### src/rtl/fft_frame_sequencer_pkg.sv
// fft_pkg: shared types, defaults and helpers for the FFT frame sequencer.
//   state_e          : sequencer states (GAP only reachable with FRAME_GAP_EN)
//   DEF_MIN/MAX_LOG2 : default legal transform size range (log2)
//   NFFT_LSB/NFFT_W  : transform-size field of the config word
//   FWD_BIT          : forward-direction flag of the config word
//   clamp_log2       : clamps a requested log2(N) into [lo, hi]
//   frame_last_idx   : frame-size decoder, returns N-1 at sample-counter width
package fft_pkg;

  typedef enum logic [1:0] {
    IDLE   = 2'd0,
    CONFIG = 2'd1,
    STREAM = 2'd2,
    GAP    = 2'd3
  } state_e;

  localparam int DEF_MIN_LOG2 = 3;
  localparam int DEF_MAX_LOG2 = 11;

  localparam int CFG_W    = 16;
  localparam int NFFT_LSB = 0;
  localparam int NFFT_W   = 5;
  localparam int FWD_BIT  = 8;
  localparam int SCNT_W   = 11;

  function automatic logic [NFFT_W-1:0] clamp_log2(input logic [3:0] req,
                                                   input int unsigned lo,
                                                   input int unsigned hi);
    logic [NFFT_W-1:0] r;
    r = {1'b0, req};
    if (r < NFFT_W'(lo)) return NFFT_W'(lo);
    if (r > NFFT_W'(hi)) return NFFT_W'(hi);
    return r;
  endfunction

  // 12-bit intermediate so N=2048 is representable before subtracting 1.
  function automatic logic [SCNT_W-1:0] frame_last_idx(input logic [NFFT_W-1:0] log2_n);
    logic [SCNT_W:0] n;
    n = (SCNT_W+1)'(1) << log2_n;
    return SCNT_W'(n - (SCNT_W+1)'(1));
  endfunction

endpackage

### src/rtl/fft_frame_sequencer_cfg_encoder.sv
// fft_cfg_encoder: combinational clamp + pack of a requested transform setup
// into the 16-bit FFT config word. The same word is compared against the
// latched config to detect a size/direction change.
//   frame_size : requested log2(N), clamped to [MIN_LOG2, MAX_LOG2]
//   inverse    : 1 = inverse transform
//   cfg_word   : [4:0] clamped log2(N), [8] = ~inverse, other bits 0
module fft_cfg_encoder
  import fft_pkg::*;
#(
  parameter int MIN_LOG2 = DEF_MIN_LOG2,
  parameter int MAX_LOG2 = DEF_MAX_LOG2
) (
  input  logic [3:0]       frame_size,
  input  logic             inverse,
  output logic [CFG_W-1:0] cfg_word
);

  always_comb begin
    cfg_word = '0;
    cfg_word[NFFT_LSB +: NFFT_W] = clamp_log2(frame_size, MIN_LOG2, MAX_LOG2);
    cfg_word[FWD_BIT] = ~inverse;
  end

endmodule

### src/rtl/fft_frame_sequencer.sv
// fft_frame_sequencer: sits between the sample FIFO and the FFT core. Issues
// the FFT config word, passes only whole frames, raises tLast on the last
// sample of each frame and counts completed frames. Size/direction changes
// and stop requests take effect only on frame boundaries.
// Optional: define FRAME_GAP_EN to insert GAP_CYCLES idle cycles after
// every frame (decision inputs are then sampled on the last gap cycle).
//   CLK, RST          : clock, synchronous active-high reset
//   run               : level, 1 = stream frames, 0 = stop at next boundary
//   frameSize/inverse : requested transform setup
//   cfgData/cfgValid/cfgReady : config channel to the FFT
//   srcValid/srcReady : sample FIFO side (srcReady is the pop enable)
//   fftValid/fftReady/tLast   : FFT data side
//   frameDone         : one-cycle pulse after a frame's last beat
//   busy              : sequencer not idle
//   frameCount        : completed frames since reset, wraps
//
// state  | meaning
// IDLE   | waiting for run
// CONFIG | config word presented, waiting for cfgReady
// STREAM | passing samples, counting toward N-1
// GAP    | idle spacing after a frame (FRAME_GAP_EN only)
module fft_frame_sequencer
  import fft_pkg::*;
#(
  parameter int MIN_LOG2   = DEF_MIN_LOG2,
  parameter int MAX_LOG2   = DEF_MAX_LOG2,
  parameter int CNT_W      = 16,
  parameter int GAP_CYCLES = 4
) (
  input  logic             CLK,
  input  logic             RST,
  input  logic             run,
  input  logic [3:0]       frameSize,
  input  logic             inverse,
  output logic [CFG_W-1:0] cfgData,
  output logic             cfgValid,
  input  logic             cfgReady,
  input  logic             srcValid,
  output logic             srcReady,
  output logic             fftValid,
  input  logic             fftReady,
  output logic             tLast,
  output logic             frameDone,
  output logic             busy,
  output logic [CNT_W-1:0] frameCount
);

  if (GAP_CYCLES < 1 || MIN_LOG2 > MAX_LOG2 || MAX_LOG2 > 11) begin : g_bad_params
    $error("fft_frame_sequencer: illegal parameter combination");
  end

  localparam logic [CFG_W-1:0] CFG_RST =
    CFG_W'(MIN_LOG2 << NFFT_LSB) | (CFG_W'(1) << FWD_BIT);

  state_e            state_q, state_d;
  logic [CFG_W-1:0]  cfg_q, cfg_d, cfg_new;
  logic [SCNT_W-1:0] cnt_q, cnt_d, last_idx;
  logic [CNT_W-1:0]  frame_count_q, frame_count_d;
  logic              cfg_valid_q, cfg_valid_d;
  logic              frame_done_q, frame_done_d;
  logic              busy_q, busy_d;
  logic              streaming, beat, at_last, decide;

`ifdef FRAME_GAP_EN
  localparam int GAP_W = (GAP_CYCLES > 1) ? $clog2(GAP_CYCLES) : 1;
  logic [GAP_W-1:0]  gap_q, gap_d;
`endif

  fft_cfg_encoder #(
    .MIN_LOG2 (MIN_LOG2),
    .MAX_LOG2 (MAX_LOG2)
  ) u_cfg_enc (
    .frame_size (frameSize),
    .inverse    (inverse),
    .cfg_word   (cfg_new)
  );

  assign last_idx  = frame_last_idx(cfg_q[NFFT_LSB +: NFFT_W]);
  assign streaming = (state_q == STREAM);
  assign beat      = srcValid & fftReady & streaming;
  assign at_last   = (cnt_q == last_idx);

  assign srcReady   = fftReady & streaming;
  assign fftValid   = srcValid & streaming;
  assign tLast      = fftValid & at_last;
  assign cfgData    = cfg_q;
  assign cfgValid   = cfg_valid_q;
  assign frameDone  = frame_done_q;
  assign busy       = busy_q;
  assign frameCount = frame_count_q;

  always_comb begin
    state_d       = state_q;
    cfg_d         = cfg_q;
    cnt_d         = cnt_q;
    frame_count_d = frame_count_q;
    frame_done_d  = 1'b0;
    decide        = 1'b0;
`ifdef FRAME_GAP_EN
    gap_d         = gap_q;
`endif
    unique case (state_q)
      IDLE: begin
        if (run) begin
          cfg_d   = cfg_new;
          state_d = CONFIG;
        end
      end
      CONFIG: begin
        // run is deliberately ignored here; the handshake always completes.
        if (cfg_valid_q && cfgReady) begin
          state_d = STREAM;
          cnt_d   = '0;
        end
      end
      STREAM: begin
        if (beat) begin
          if (at_last) begin
            cnt_d         = '0;
            frame_done_d  = 1'b1;
            frame_count_d = frame_count_q + 1'b1;
`ifdef FRAME_GAP_EN
            state_d = GAP;
            gap_d   = GAP_W'(GAP_CYCLES - 1);
`else
            decide  = 1'b1;
`endif
          end else begin
            cnt_d = cnt_q + 1'b1;
          end
        end
      end
`ifdef FRAME_GAP_EN
      GAP: begin
        if (gap_q == '0) decide = 1'b1;
        else             gap_d  = gap_q - 1'b1;
      end
`endif
      default: state_d = IDLE;
    endcase

    // Frame-boundary decision: stop, reconfigure, or keep streaming.
    if (decide) begin
      if (!run) begin
        state_d = IDLE;
      end else if (cfg_new != cfg_q) begin
        cfg_d   = cfg_new;
        state_d = CONFIG;
      end else begin
        state_d = STREAM;
      end
    end

    cfg_valid_d = (state_d == CONFIG);
    busy_d      = (state_d != IDLE);
  end

  always_ff @(posedge CLK) begin
    if (RST) begin
      state_q       <= IDLE;
      cfg_q         <= CFG_RST;
      cnt_q         <= '0;
      frame_count_q <= '0;
      cfg_valid_q   <= 1'b0;
      frame_done_q  <= 1'b0;
      busy_q        <= 1'b0;
`ifdef FRAME_GAP_EN
      gap_q         <= '0;
`endif
    end else begin
      state_q       <= state_d;
      cfg_q         <= cfg_d;
      cnt_q         <= cnt_d;
      frame_count_q <= frame_count_d;
      cfg_valid_q   <= cfg_valid_d;
      frame_done_q  <= frame_done_d;
      busy_q        <= busy_d;
`ifdef FRAME_GAP_EN
      gap_q         <= gap_d;
`endif
    end
  end

endmodule

### config.mk
export PLATFORM = sky130hd
export DESIGN_NAME = fft_frame_sequencer
export DESIGN_NICKNAME = d
export VERILOG_FILES = /design/src/rtl/fft_frame_sequencer_pkg.sv /design/src/rtl/fft_frame_sequencer_cfg_encoder.sv /design/src/rtl/fft_frame_sequencer.sv
export SDC_FILE = /design/constraint.sdc
export NUM_CORES = 1
export LEC_CHECK = 0
export CORE_AREA = 2 2 93 59
export DETAILED_ROUTE_END_ITERATION = 16
export DIE_AREA = 0 0 95 61
export PLACE_DENSITY = 0.84
export SYNTH_ARGS = -nofsm -noshare
export SYNTH_HDL_FRONTEND = slang
export SYNTH_SLANG_ARGS = --single-unit
### constraint.sdc
create_clock -name CLK -period 6.95 [get_ports CLK]
set_input_delay 1.7375 -clock CLK [delete_from_list [all_inputs] [get_ports CLK]]
set_output_delay 1.7375 -clock CLK [all_outputs]
set_load 0.01 [all_outputs]
# Word level (Yosys, flattened, before mapping)
# Cells that the tools add are included.
# op_classes
magnitude_cmp	2
bitwise	6
reduce_logical	6
add_sub_neg	3
mul	0
muxes	25
shifts	1
n_div	0
eq_ne	7
# op_table
op	count
$mux 16	5
$mux 11	3
$pmux 11 s2	1
$mux 5	4
$add 16x1->16 const B	1
$ne 9x16->1	1
$add 11x1->11 const B	1
$eq 11x11->1	1
$shl 1x5->11 const A	1
$sub 11x1->11 const B	1
$mux 2	5
$mux 1	6
$pmux 2 s3	1
$reduce_and 3->1	2
$and 1x1->1	5
$eq 2x1->1 const B	2
$gt 4x4->1 const B	1
$lt 4x2->1 const B	1
$reduce_bool 2->1	2
$eq 2x2->1 const B	1
$logic_not 2->1	1
$ne 2x1->1 const B	1
$ne 2x2->1 const B	1
$logic_and 1x1->1	1
$not 1->1	1
# word_totals
in_bits	11
romBits	0
output_inout_bits	38
elab_cells	57
n_memories	0
latch_bits	0
register_bits	48
ram_bits	0

# Logic depth before layout (Yosys ltp)
# Gate-level depths: netlist (run 1).
# depth
depth_word	10
ltp_mapped	13
mapped_depth_nobuf	10

# Hierarchy
# Synthesis (run 1) repeated with hierarchy kept, for this count alone.
# hier_totals
hier_cells	424
hier_area_um2	3350.7
# modules_own_cells
mod	seq_area_each_um2	n_inst	area_per_inst_um2	cells_each
fft_frame_sequencer	960.9	1	3226.8	406
fft_cfg_encoder	0.0	1	123.9	18

# Worst setup path before layout (run 1)
# Ideal clock, no wire load.
# synth_path
path_type	flip-flop to output port
from	register cfg_q[0] (netlist: cfgData[0])
to	output tLast
t_required_ns	5.213
stages_incl_launch_ff	10
arrival_time_ns	2.514
slack_ns	2.699
n_path_buf	1
path_cell_list	dfxtp_1 buf_2 nor3_1 nand2_1 ha_1 or4_1 a21oi_1 o21ai_0 a222oi_1 and2_1
# synth_between
elab_chain_len	4
# synth_rtl
element	line	source
from (decl)	fft_frame_sequencer.sv:56	logic [CFG_W-1:0] cfg_q, cfg_d, cfg_new;
from (signal assigned)	fft_frame_sequencer.sv:172	cfg_q <= cfg_d;
$shl 1x5->11	fft_frame_sequencer_pkg.sv:39	n = (SCNT_W+1)'(1) << log2_n;
$sub 11x1->11	fft_frame_sequencer_pkg.sv:40	return SCNT_W'(n - (SCNT_W+1)'(1));
$eq 11x11->1	fft_frame_sequencer.sv:81	assign at_last = (cnt_q == last_idx);
$and 1x1->1	fft_frame_sequencer.sv:85	assign tLast = fftValid & at_last;
to (decl)	fft_frame_sequencer.sv:42	output logic tLast,
# No other way between the ends.

# Worst setup path after layout (run 1)
# layout_path
from	register cfg_q[1] (netlist: cfgData[1])
to	output tLast
# The elaborated chain is that of the path after synthesis.

==> metrics, run 1 <==
Hold WC Path Type reg2reg; Lkg Pwr 1.10 nW; Crit Path Category reg2out; Final Skew ~0.0075 ns; achievable frequency 180 MHz; Initial Util 55.9%; fin. max-slew vios 0; RSZ-0062 raised after global routing no; status complete, no violations; initial DRC count 220; initial antenna violation count 0; Critical Path RT around 5.2 ns; Reg clk slew, reported paths 0.10 ns; fin cells 448; Worst setup EP type output port; area of the multi-input gates 0.00163 sq mm; FF+latch count, synth 48; GRT Total Usage about a quarter; via count between 2000 and 3000; post-DP HPWL roughly 5.1 mm; Area Growth Syn to Fin 21.2%; largest net degree at the start of global routing 63; Hold-fix buffers, CTS 0; Peak VDD IR ~0.000089 V; proportion of synthesized chip area in sequential cells 34.9%; Num CTS Buffers 5; buffer depth of the longest clock path 2; most frequent cells in the layout dfxtp_1, clkdlybuf4s50_1, nand2_1, a21oi_1, inv_1; # rows 20; H-tree Lvls 2; syn_area_per_cell between 7 and 8 sq um; die area 0.00580 sq mm; Syn Inst Count 346; Remaining Overflow, GRT 0; Post-CTS Setup Inserts 0; WHS Path Cells 2; worst hold start frameCount[13]$_SDFFE_PP0P_; Setup Total Neg Slack 0 ns; root buffer cell clkbuf_8; die width 95 um; placed insts 440; drt first pass iters 5; post-layout util 67.7%; FF/Latch Area 961 sq um; mapped cell area 0.00275 sq mm; max-cap violations 0; syn nets 365; post-synth cell types 52; first-pass GRT wire length 11.5 mm; startpoint types flop; nets 400; fin worst setup slack 1.39 ns; clock sinks 48; IO Pins 49; endpoints failing hold 0; Worst Hold Path EP frameCount[13]$_SDFFE_PP0P_; Least-Margin Pin Slew roughly 1.1 ns; most common cell after layout, fill and taps aside dfxtp_1; RePlAce Congestion 0.891; Post-synth ARST share 0%; ANT cells 0; Detail Route Antenna Nets 0; Worst Path Max Fanout 18; final setup violation count 0; Port Buffers 48; r2r endpoint frameCount[15]$_SDFFE_PP0P_; Remaining DRCs 0; FF-to-FF Start cfgData[1]$_SDFF_PP1_; period utilization 80.0%; per-cell routed wire length approximately 16 um; Primary FF master, synth dfxtp_1; synth warn 0; Setup WS pre-CTS between 1.5 and 2 ns; post-CTS sizing 0; CTS tree built; number of fill cells 416; share of cells above drive strength 1 3.93%; Slew headroom 29.1%; EDFF count, synth 0; via/cell ratio 6.15; fin crit period 5.56 ns; Critical Path AT 3.82 ns; P per Cell Area 174 mW/mm^2; core area about 0.0049 sq mm; WL final 7.23 mm; r2r worst-path depth 10; R2R Setup Slk a little under 3 ns; Die Y 61 um; Worst-Skew Late Latency 0.31 ns; vias in the first global route 2308
## per-stage QoR
stage | hold WS, ns | total power [mW] | cell area (sq um)
3_3_place_gp | 0.480 | 0.375 | 3230
4_1_cts | 0.504 | 0.580 | 3340
5_1_grt | 0.522 | 0.600 | 3340
2_1_floorplan | 0.473 | 0.351 | 2750
3_5_place_dp | 0.483 | 0.378 | 3230
6_report | 0.507 | 0.579 | 3340
## worst max-delay path by stage
stage,from,endpoint,slack [ns],cells after the start
2_1_floorplan,cfgData[0]$_SDFF_PP1_,tLast,2.70,9
3_3_place_gp,srcValid,tLast,1.56,5
3_5_place_dp,srcValid,tLast,1.53,5
4_1_cts,cfgData[1]$_SDFF_PP1_,tLast,1.42,9
5_1_grt,cfgData[2]$_SDFF_PP0_,tLast,1.02,9
6_report,cfgData[1]$_SDFF_PP1_,tLast,1.39,9
## worst max-delay path, cell delays in order (launching register included)
cell             delay, ns
dfxtp_1               0.48
nor3_1                0.37
nand2_1               0.10
ha_1                  0.37
or4_1                 0.50
a21oi_1               0.18
o21ai_0               0.12
a222oi_1              0.60
and2_1                0.25
clkdlybuf4s50_1       0.54
## kinds of logic (layout without fill, tap and decap cells)
kind of cell,after synthesis,in the layout,share of synthesized area (%)
flip-flops,48,48,34.9
multiplexers,6,6,2.23
AND/OR/NAND/NOR,148,148,30.4
AO/OA/AOI/OAI,86,86,20.2
XOR/XNOR,8,8,2.54
buffers and inverters,42,78,6.09
adder cells (fa/ha/maj),8,8,3.63
## sequential cells by signal, indices dropped and copies added (netlist names)
| register | cells |
|---|---|
| busy | 1 |
| cfgValid | 1 |
| cfgData | 16 |
| frameCount | 16 |
| state_q | 2 |
| cnt_q | 11 |
| frameDone | 1 |
## synth_stat cells, types with 2 or more instances
| library cell | number | area, sq um |
|---|---|---|
| a2111oi_0 | 2 | 17.5 |
| buf_2 | 7 | 35.0 |
| a31oi_1 | 11 | 68.8 |
| and4_1 | 2 | 17.5 |
| inv_1 | 22 | 82.6 |
| nand3b_1 | 2 | 15.0 |
| xnor2_1 | 6 | 52.6 |
| nor3b_1 | 11 | 82.6 |
| nor2b_1 | 3 | 18.8 |
| or3_1 | 18 | 113 |
| nor2_1 | 12 | 45.0 |
| and2_1 | 4 | 25.0 |
| o32ai_1 | 9 | 78.8 |
| nor4_1 | 5 | 31.3 |
| ha_1 | 8 | 100 |
| nor3_1 | 11 | 55.1 |
| dfxtp_1 | 48 | 961 |
| nand3_1 | 16 | 80.1 |
| o21a_1 | 2 | 15.0 |
| a222oi_1 | 2 | 20.0 |
| a211oi_1 | 7 | 52.6 |
| nand2_1 | 32 | 120 |
| a21oi_1 | 24 | 120 |
| and3_1 | 5 | 31.3 |
| mux2i_1 | 5 | 50.1 |
| or4_1 | 6 | 45.0 |
| xor2_1 | 2 | 17.5 |
| o21ba_2 | 2 | 20.0 |
| clkbuf_1 | 12 | 45.0 |
| nand2b_1 | 4 | 25.0 |
| o21ai_0 | 18 | 90.1 |
| nand4b_1 | 2 | 17.5 |
| nand4_1 | 7 | 43.8 |
## where the power goes
part           total [mW]  internal, mW  switching, mW
combinational      0.0860        0.0361         0.0499
clock               0.206         0.107         0.0998
sequential          0.287         0.280        0.00753
## cell type report
type | count | share of cell area, %
inverter | 22 | 2.47
tap | 66 | 2.47
timing repair buffer | 48 | 14.2
multi-input combinational | 256 | 48.7
sequential | 48 | 28.8
clock inverter | 3 | 1.27
clock buffer | 5 | 2.06
## routing by layer
layer	routed length, um	up-vias	GRT usage [%]
li1	-	1353	-
met1	3660	1275	41.0
met2	2910	118	35.3
met3	592	9	5.84
met4	66	0	5.80
met5	0	-	0
Power figures use the tool's default switching activity.
==> run 2: changes to the inputs <==
--- a/config.mk
+++ b/config.mk
@@ -5,10 +5,10 @@
 export SDC_FILE = /design/constraint.sdc
 export NUM_CORES = 1
 export LEC_CHECK = 0
-export CORE_AREA = 2 2 93 59
+export CORE_AREA = 2 2 97 61
 export DETAILED_ROUTE_END_ITERATION = 16
-export DIE_AREA = 0 0 95 61
-export PLACE_DENSITY = 0.84
+export DIE_AREA = 0 0 99 63
+export PLACE_DENSITY = 0.79
 export SYNTH_ARGS = -nofsm -noshare
 export SYNTH_HDL_FRONTEND = slang
 export SYNTH_SLANG_ARGS = --single-unit
==> constraint.sdc (replaced) <==
create_clock -name CLK -period 5.15 [get_ports CLK]
set_input_delay 1.2875 -clock CLK [delete_from_list [all_inputs] [get_ports CLK]]
set_output_delay 1.2875 -clock CLK [all_outputs]
set_load 0.01 [all_outputs]
==> metrics, run 2 (same netlist as run 1, synthesis figures left out) <==
status complete, no violations (unchanged); Worst-Skew Late Latency 0.31 ns (about the same); Critical Path RT 3.86 ns (was 5.21 ns); RePlAce Congestion 0.878 (was 0.891); P per Cell Area 245 mW/mm^2 (was 174 mW/mm^2); Reg clk slew, reported paths 0.09 ns (was 0.10 ns); Worst Path Max Fanout 14 (was 18); GRT Total Usage 24.5% (was 25.9%); root buffer cell clkbuf_8 (unchanged); Critical Path AT 3.56 ns (was 3.82 ns); Hold WC Path Type reg2reg (unchanged); RSZ-0062 raised after global routing no (unchanged); die width 99 um (was 95 um); Placement Cell Area 0.00325 sq mm (was 0.00323 sq mm); FF/Latch Area 962 sq um (was 961 sq um); share of cells above drive strength 1 4.96% (was 3.93%); first-pass GRT wire length 12.4 mm (was 11.5 mm); area of the multi-input gates 0.00163 sq mm (about the same); post-layout util 62.8% (was 67.7%); Detail Route Antenna Nets 0 (unchanged); Worst setup EP type output port (unchanged); Hold-fix buffers, CTS 0 (unchanged); nets 402 (was 400); Die Y 63 um (was 61 um); initial antenna violation count 0 (unchanged); Remaining Overflow, GRT 0 (unchanged); Final Skew 0.0113 ns (was 0.00752 ns); slowest CP cell clkdlybuf4s50_1 (was a222oi_1); combinational fraction of design power 14.4% (was 14.8%); most frequent cells in the layout dfxtp_1, clkdlybuf4s50_1, nand2_1, a21oi_1, inv_1 (unchanged); Setup Total Neg Slack 0 ns (unchanged); Clk pwr share 39.0% (was 35.6%); number of fill cells 456 (was 416); drt first pass iters 5 (unchanged); Least-Margin Pin Slew 1.03 ns (was 1.06 ns); die area 0.00624 sq mm (was 0.00580 sq mm); sw frac 25.5% (was 27.1%); Peak VDD IR 0.000212 V (was 0.0000886 V); endpoints failing hold 0 (unchanged); CTS tree built (unchanged); Final Cell Area 0.00338 sq mm (was 0.00334 sq mm); slowest stage delay, CP 0.54 ns (was 0.60 ns); Remaining DRCs 0 (unchanged); Crit Path Category reg2out (unchanged); Port Buffers 48 (unchanged); fin. max-slew vios 0 (unchanged); max-cap violations 0 (unchanged); buffer depth of the longest clock path 2 (unchanged); H-tree Lvls 2 (unchanged); IO Pins 49 (unchanged); achievable frequency 206 MHz; Lkg Pwr 1.12 nW (was 1.10 nW); Flop pwr share 46.6% (was 49.5%); Cell Chain, Critical Path nor3_1 > nand2_1 > ha_1 > or4_1 > a21oi_1 > o21ai_0 > a222oi_1 > buf_4 > and2_1 > clkdlybuf4s50_1 (was nor3_1 > nand2_1 > ha_1 > or4_1 > a21oi_1 > o21ai_0 > a222oi_1 > and2_1 > clkdlybuf4s50_1); final setup violation count 0 (unchanged); Slew headroom 31.6% (was 29.1%); post-DP HPWL 5.27 mm (was 5.09 mm); clock sinks 48 (unchanged); Num CTS Buffers 5 (unchanged); core area 0.00539 sq mm (was 0.00493 sq mm); period utilization 94.2%; WL final 7.38 mm (was 7.23 mm); # rows 21 (was 20); Initial Util 51.1% (was 55.9%); Pint 0.618 mW (was 0.422 mW); vias in the first global route 2512 (was 2308); NetSw 0.211 mW (was 0.157 mW); fin crit period 4.85 ns; Area Growth Syn to Fin 22.9% (was 21.2%); largest net degree at the start of global routing 63 (unchanged); per-cell routed wire length 16.3 um (was 16.1 um); startpoint types flop (unchanged); Post-CTS Setup Inserts 0 (unchanged); via/cell ratio 6.05 (was 6.15); ANT cells 0 (unchanged); via count 2734 (was 2755); initial DRC count 236 (was 220)
-- run 2: what timing repair did --
item / in CTS / in global routing
endpoints found under the hold margin: 0 / 0
resized for setup: 1 / 3
endpoints found under the setup margin: 1 / 1
-- run 2: critical path: cells and delay by family (launching register included) --
family | cells | cell delay (ns)
buffers and inverters | 2 | 0.74
adders and majority gates | 1 | 0.37
DFF | 1 | 0.43
AOI/OAI and AO/OA | 3 | 0.62
and+or+nand+nor | 4 | 1.11
-- run 2: path summary, 6_finish.rpt --
check                    startpoint                endpoint  slack (ns)  cells past startpoint
max           cfgData[0]$_SDFF_PP1_                   tLast        0.30                     10
min reg2reg  cfgData[13]$_SDFF_PP0_  cfgData[13]$_SDFF_PP0_        0.50                      1
min          cfgData[13]$_SDFF_PP0_  cfgData[13]$_SDFF_PP0_        0.50                      1
max reg2reg   cfgData[0]$_SDFF_PP1_   cnt_q[2]$_SDFFE_PP0P_        1.34                     10
-- run 2: metal layers --
layer	up-vias	wire length, um	part of all wire [%]	global-route usage, %
li1	1354	-	-	-
met1	1267	3680	50	37.4
met2	109	3030	41	35.1
met3	4	629	8.5	5.26
met4	0	35	0.47	5.31
met5	-	0	0	0
-- run 2: layout make-up --
cell class	instances	area share, %
clock buffer	5	2.03
clock inverter	2	1.77
multi-input combinational	256	48.3
timing repair buffer	50	14.5
inverter	22	2.44
tap	69	2.55
sequential	48	28.4
-- run 2: stage by stage --
step / worst slack [ns] / hold WS (ns) / std cells / total power, mW
2_1_floorplan: 1.35 / 0.473 / 346 / 0.473
3_3_place_gp: 0.559 / 0.478 / 445 / 0.509
3_5_place_dp: 0.423 / 0.480 / 445 / 0.512
4_1_cts: 0.123 / 0.500 / 452 / 0.833
5_1_grt: 0.0534 / 0.518 / 452 / 0.865
6_report: 0.298 / 0.497 / 452 / 0.829
-- run 2: power by group through the flow --
stage                     combinational, mW  sequential (mW)  clock [mW]
after floorplan                      0.0798            0.393           0
after global placement                0.114            0.394           0
after detailed placement              0.117            0.395           0
after CTS                             0.118            0.386       0.329
after global routing                  0.131            0.388       0.346
final                                 0.119            0.386       0.323
==> run 3: changes to the inputs <==
--- a/config.mk
+++ b/config.mk
@@ -5,10 +5,10 @@
 export SDC_FILE = /design/constraint.sdc
 export NUM_CORES = 1
 export LEC_CHECK = 0
-export CORE_AREA = 2 2 97 61
+export CORE_AREA = 2 2 76 78
 export DETAILED_ROUTE_END_ITERATION = 16
-export DIE_AREA = 0 0 99 63
-export PLACE_DENSITY = 0.79
+export DIE_AREA = 0 0 78 80
+export PLACE_DENSITY = 0.78
 export SYNTH_ARGS = -nofsm -noshare
 export SYNTH_HDL_FRONTEND = slang
 export SYNTH_SLANG_ARGS = --single-unit
==> metrics, run 3 (same netlist as run 1, synthesis figures left out) <==
first-pass GRT wire length 11.0 mm (was 12.4 mm); GRT Total Usage 21.5% (was 24.5%); fin crit period 4.87 ns (was 4.85 ns); grt met2 use 34.2% (was 35.1%); period utilization 94.5% (was 94.2%); Hold WC Path Type reg2reg (unchanged); Peak VDD IR 0.000178 V (was 0.000212 V); Placement Cell Area 0.00323 sq mm (was 0.00325 sq mm); P per Cell Area 233 mW/mm^2 (was 245 mW/mm^2); RePlAce Congestion 0.975 (was 0.878); initial antenna violation count 0 (unchanged); Critical Path AT 3.58 ns (was 3.56 ns); buffer depth of the longest clock path 2 (unchanged); post-DP HPWL 4.63 mm (was 5.27 mm); Final Skew 0.00540 ns (was 0.0113 ns); Slew headroom 31.9% (was 31.6%); via/cell ratio 5.90 (was 6.05); final setup violation count 0 (unchanged); die area 0.00624 sq mm (about the same); H-tree Lvls 2 (unchanged); IO Pins 49 (unchanged); nets 402 (unchanged); Reg clk slew, reported paths 0.10 ns (was 0.09 ns); Final Cell Area 0.00337 sq mm (was 0.00338 sq mm); endpoints failing hold 0 (unchanged); Remaining Overflow, GRT 0 (unchanged); achievable frequency 205 MHz (was 206 MHz); Port Buffers 48 (unchanged); most frequent cells in the layout clkdlybuf4s50_1, dfxtp_1, nand2_1, a21oi_1, inv_1 (was dfxtp_1, clkdlybuf4s50_1, nand2_1, a21oi_1, inv_1); Worst setup EP type output port (unchanged); drt first pass iters 5 (unchanged); Remaining DRCs 0 (unchanged); Hold-fix buffers, CTS 0 (unchanged); via count 2692 (was 2734); met3 capacity usage during global routing 4.30% (was 5.26%); most common cell after layout, fill and taps aside clkdlybuf4s50_1; Area Growth Syn to Fin 22.5% (was 22.9%); Num CTS Buffers 5 (unchanged); die width 78 um (was 99 um); WHS Path Cells 1 (unchanged); Least-Margin Pin Slew 1.02 ns (was 1.03 ns); Lkg Pwr 1.11 nW (was 1.12 nW); Setup Total Neg Slack 0 ns (unchanged); M1 GR Usage 29.3% (was 37.4%); share of cells above drive strength 1 5.21% (was 4.96%); Worst-Skew Late Latency 0.30 ns (was 0.31 ns); clock sinks 48 (unchanged); CTS tree built (unchanged); status complete, no violations (unchanged); WL final 6.62 mm (was 7.38 mm); vias in the first global route 2361 (was 2512); max-cap violations 0 (unchanged); largest net degree at the start of global routing 63 (unchanged); Critical Path RT 3.86 ns (about the same); per-cell routed wire length 14.5 um (was 16.3 um); root buffer cell clkbuf_8 (unchanged); Detail Route Antenna Nets 0 (unchanged); core area 0.00541 sq mm (was 0.00539 sq mm); Crit Path Category reg2out (unchanged); Worst Path Max Fanout 14 (unchanged); # rows 27 (was 21); ANT cells 0 (unchanged); startpoint types flop (unchanged); initial DRC count 280 (was 236); r2r worst-path depth 12 (was 10); fin. max-slew vios 0 (unchanged); RSZ-0062 raised after global routing no (unchanged); Initial Util 50.9% (was 51.1%); most used routing layer met2 (was met1); Die Y 80 um (was 63 um)
## run 3: cell count changes in the layout (fill, tap and decap cells not counted), sizes merged
cell / before / now
clkinvlp: 0 / 1
bufinv: 2 / 1
inv: 22 / 23
## run 3: metal layers
layer | vias to the layer above | part of all wire [%]
met3 | 13 | 6.2
met4 | 0 | 1.8
met1 | 1252 | 47
met2 | 77 | 45
met5 | - | 0
li1 | 1350 | -
## run 3: what timing repair did
action                                 CTS  global route
setup endpoints to repair                0             1
endpoints found under the hold margin    0             0
buffers inserted                         0             2
gates resized for setup                  0             4
## run 3: final cells by class
type                    count  area, sq um
repair buffers             50          490
flip-flops and latches     48          963
multi-input cells         256         1630
clock buffers               5         68.8
clock inverters             3         46.3
well taps                  72         90.1
inverters                  22         82.6
fillers                   505         2030
## run 3: worst max-delay path: stages (launching register included)
cell and delay, ns:
dfxtp_1 0.43, nor3_1 0.36, nand2_1 0.10, ha_1 0.38, or4_1 0.48, a21oi_1 0.17, o21ai_0 0.12, a222oi_1 0.35
buf_4 0.19, and2_1 0.14, clkdlybuf4s50_1 0.56
## run 3: path summary, 6_finish.rpt
path	startpoint	slack, ns	to
worst min-delay path	cfgData[11]$_SDFF_PP0_	0.50	cfgData[11]$_SDFF_PP0_
worst max-delay path	cfgData[0]$_SDFF_PP1_	0.28	tLast
worst max register to register	cfgData[0]$_SDFF_PP1_	1.35	frameCount[15]$_SDFFE_PP0P_
worst min register to register	cfgData[11]$_SDFF_PP0_	0.50	cfgData[11]$_SDFF_PP0_
## run 3: power breakdown
| part | internal [mW] | total [mW] | switching, mW |
|---|---|---|---|
| Sequential | 0.378 | 0.388 | 0.0101 |
| Clock | 0.146 | 0.282 | 0.136 |
| Combinational | 0.0489 | 0.115 | 0.0659 |
| Total | 0.573 | 0.784 | 0.212 |
## run 3: per-stage QoR
stage | instances | utilization (%) | hold WS [ns] | power (mW) | setup slack (ns)
after floorplan | 346 | - | 0.473 | 0.473 | 1.35
after global placement | 446 | 59.8 | 0.478 | 0.507 | 0.536
after detailed placement | 446 | 59.8 | 0.483 | 0.508 | 0.454
after CTS | 454 | 62.0 | 0.497 | 0.784 | 0.0908
after global routing | 456 | 62.4 | 0.514 | 0.819 | 0.0287
final | 456 | 62.4 | 0.496 | 0.784 | 0.282
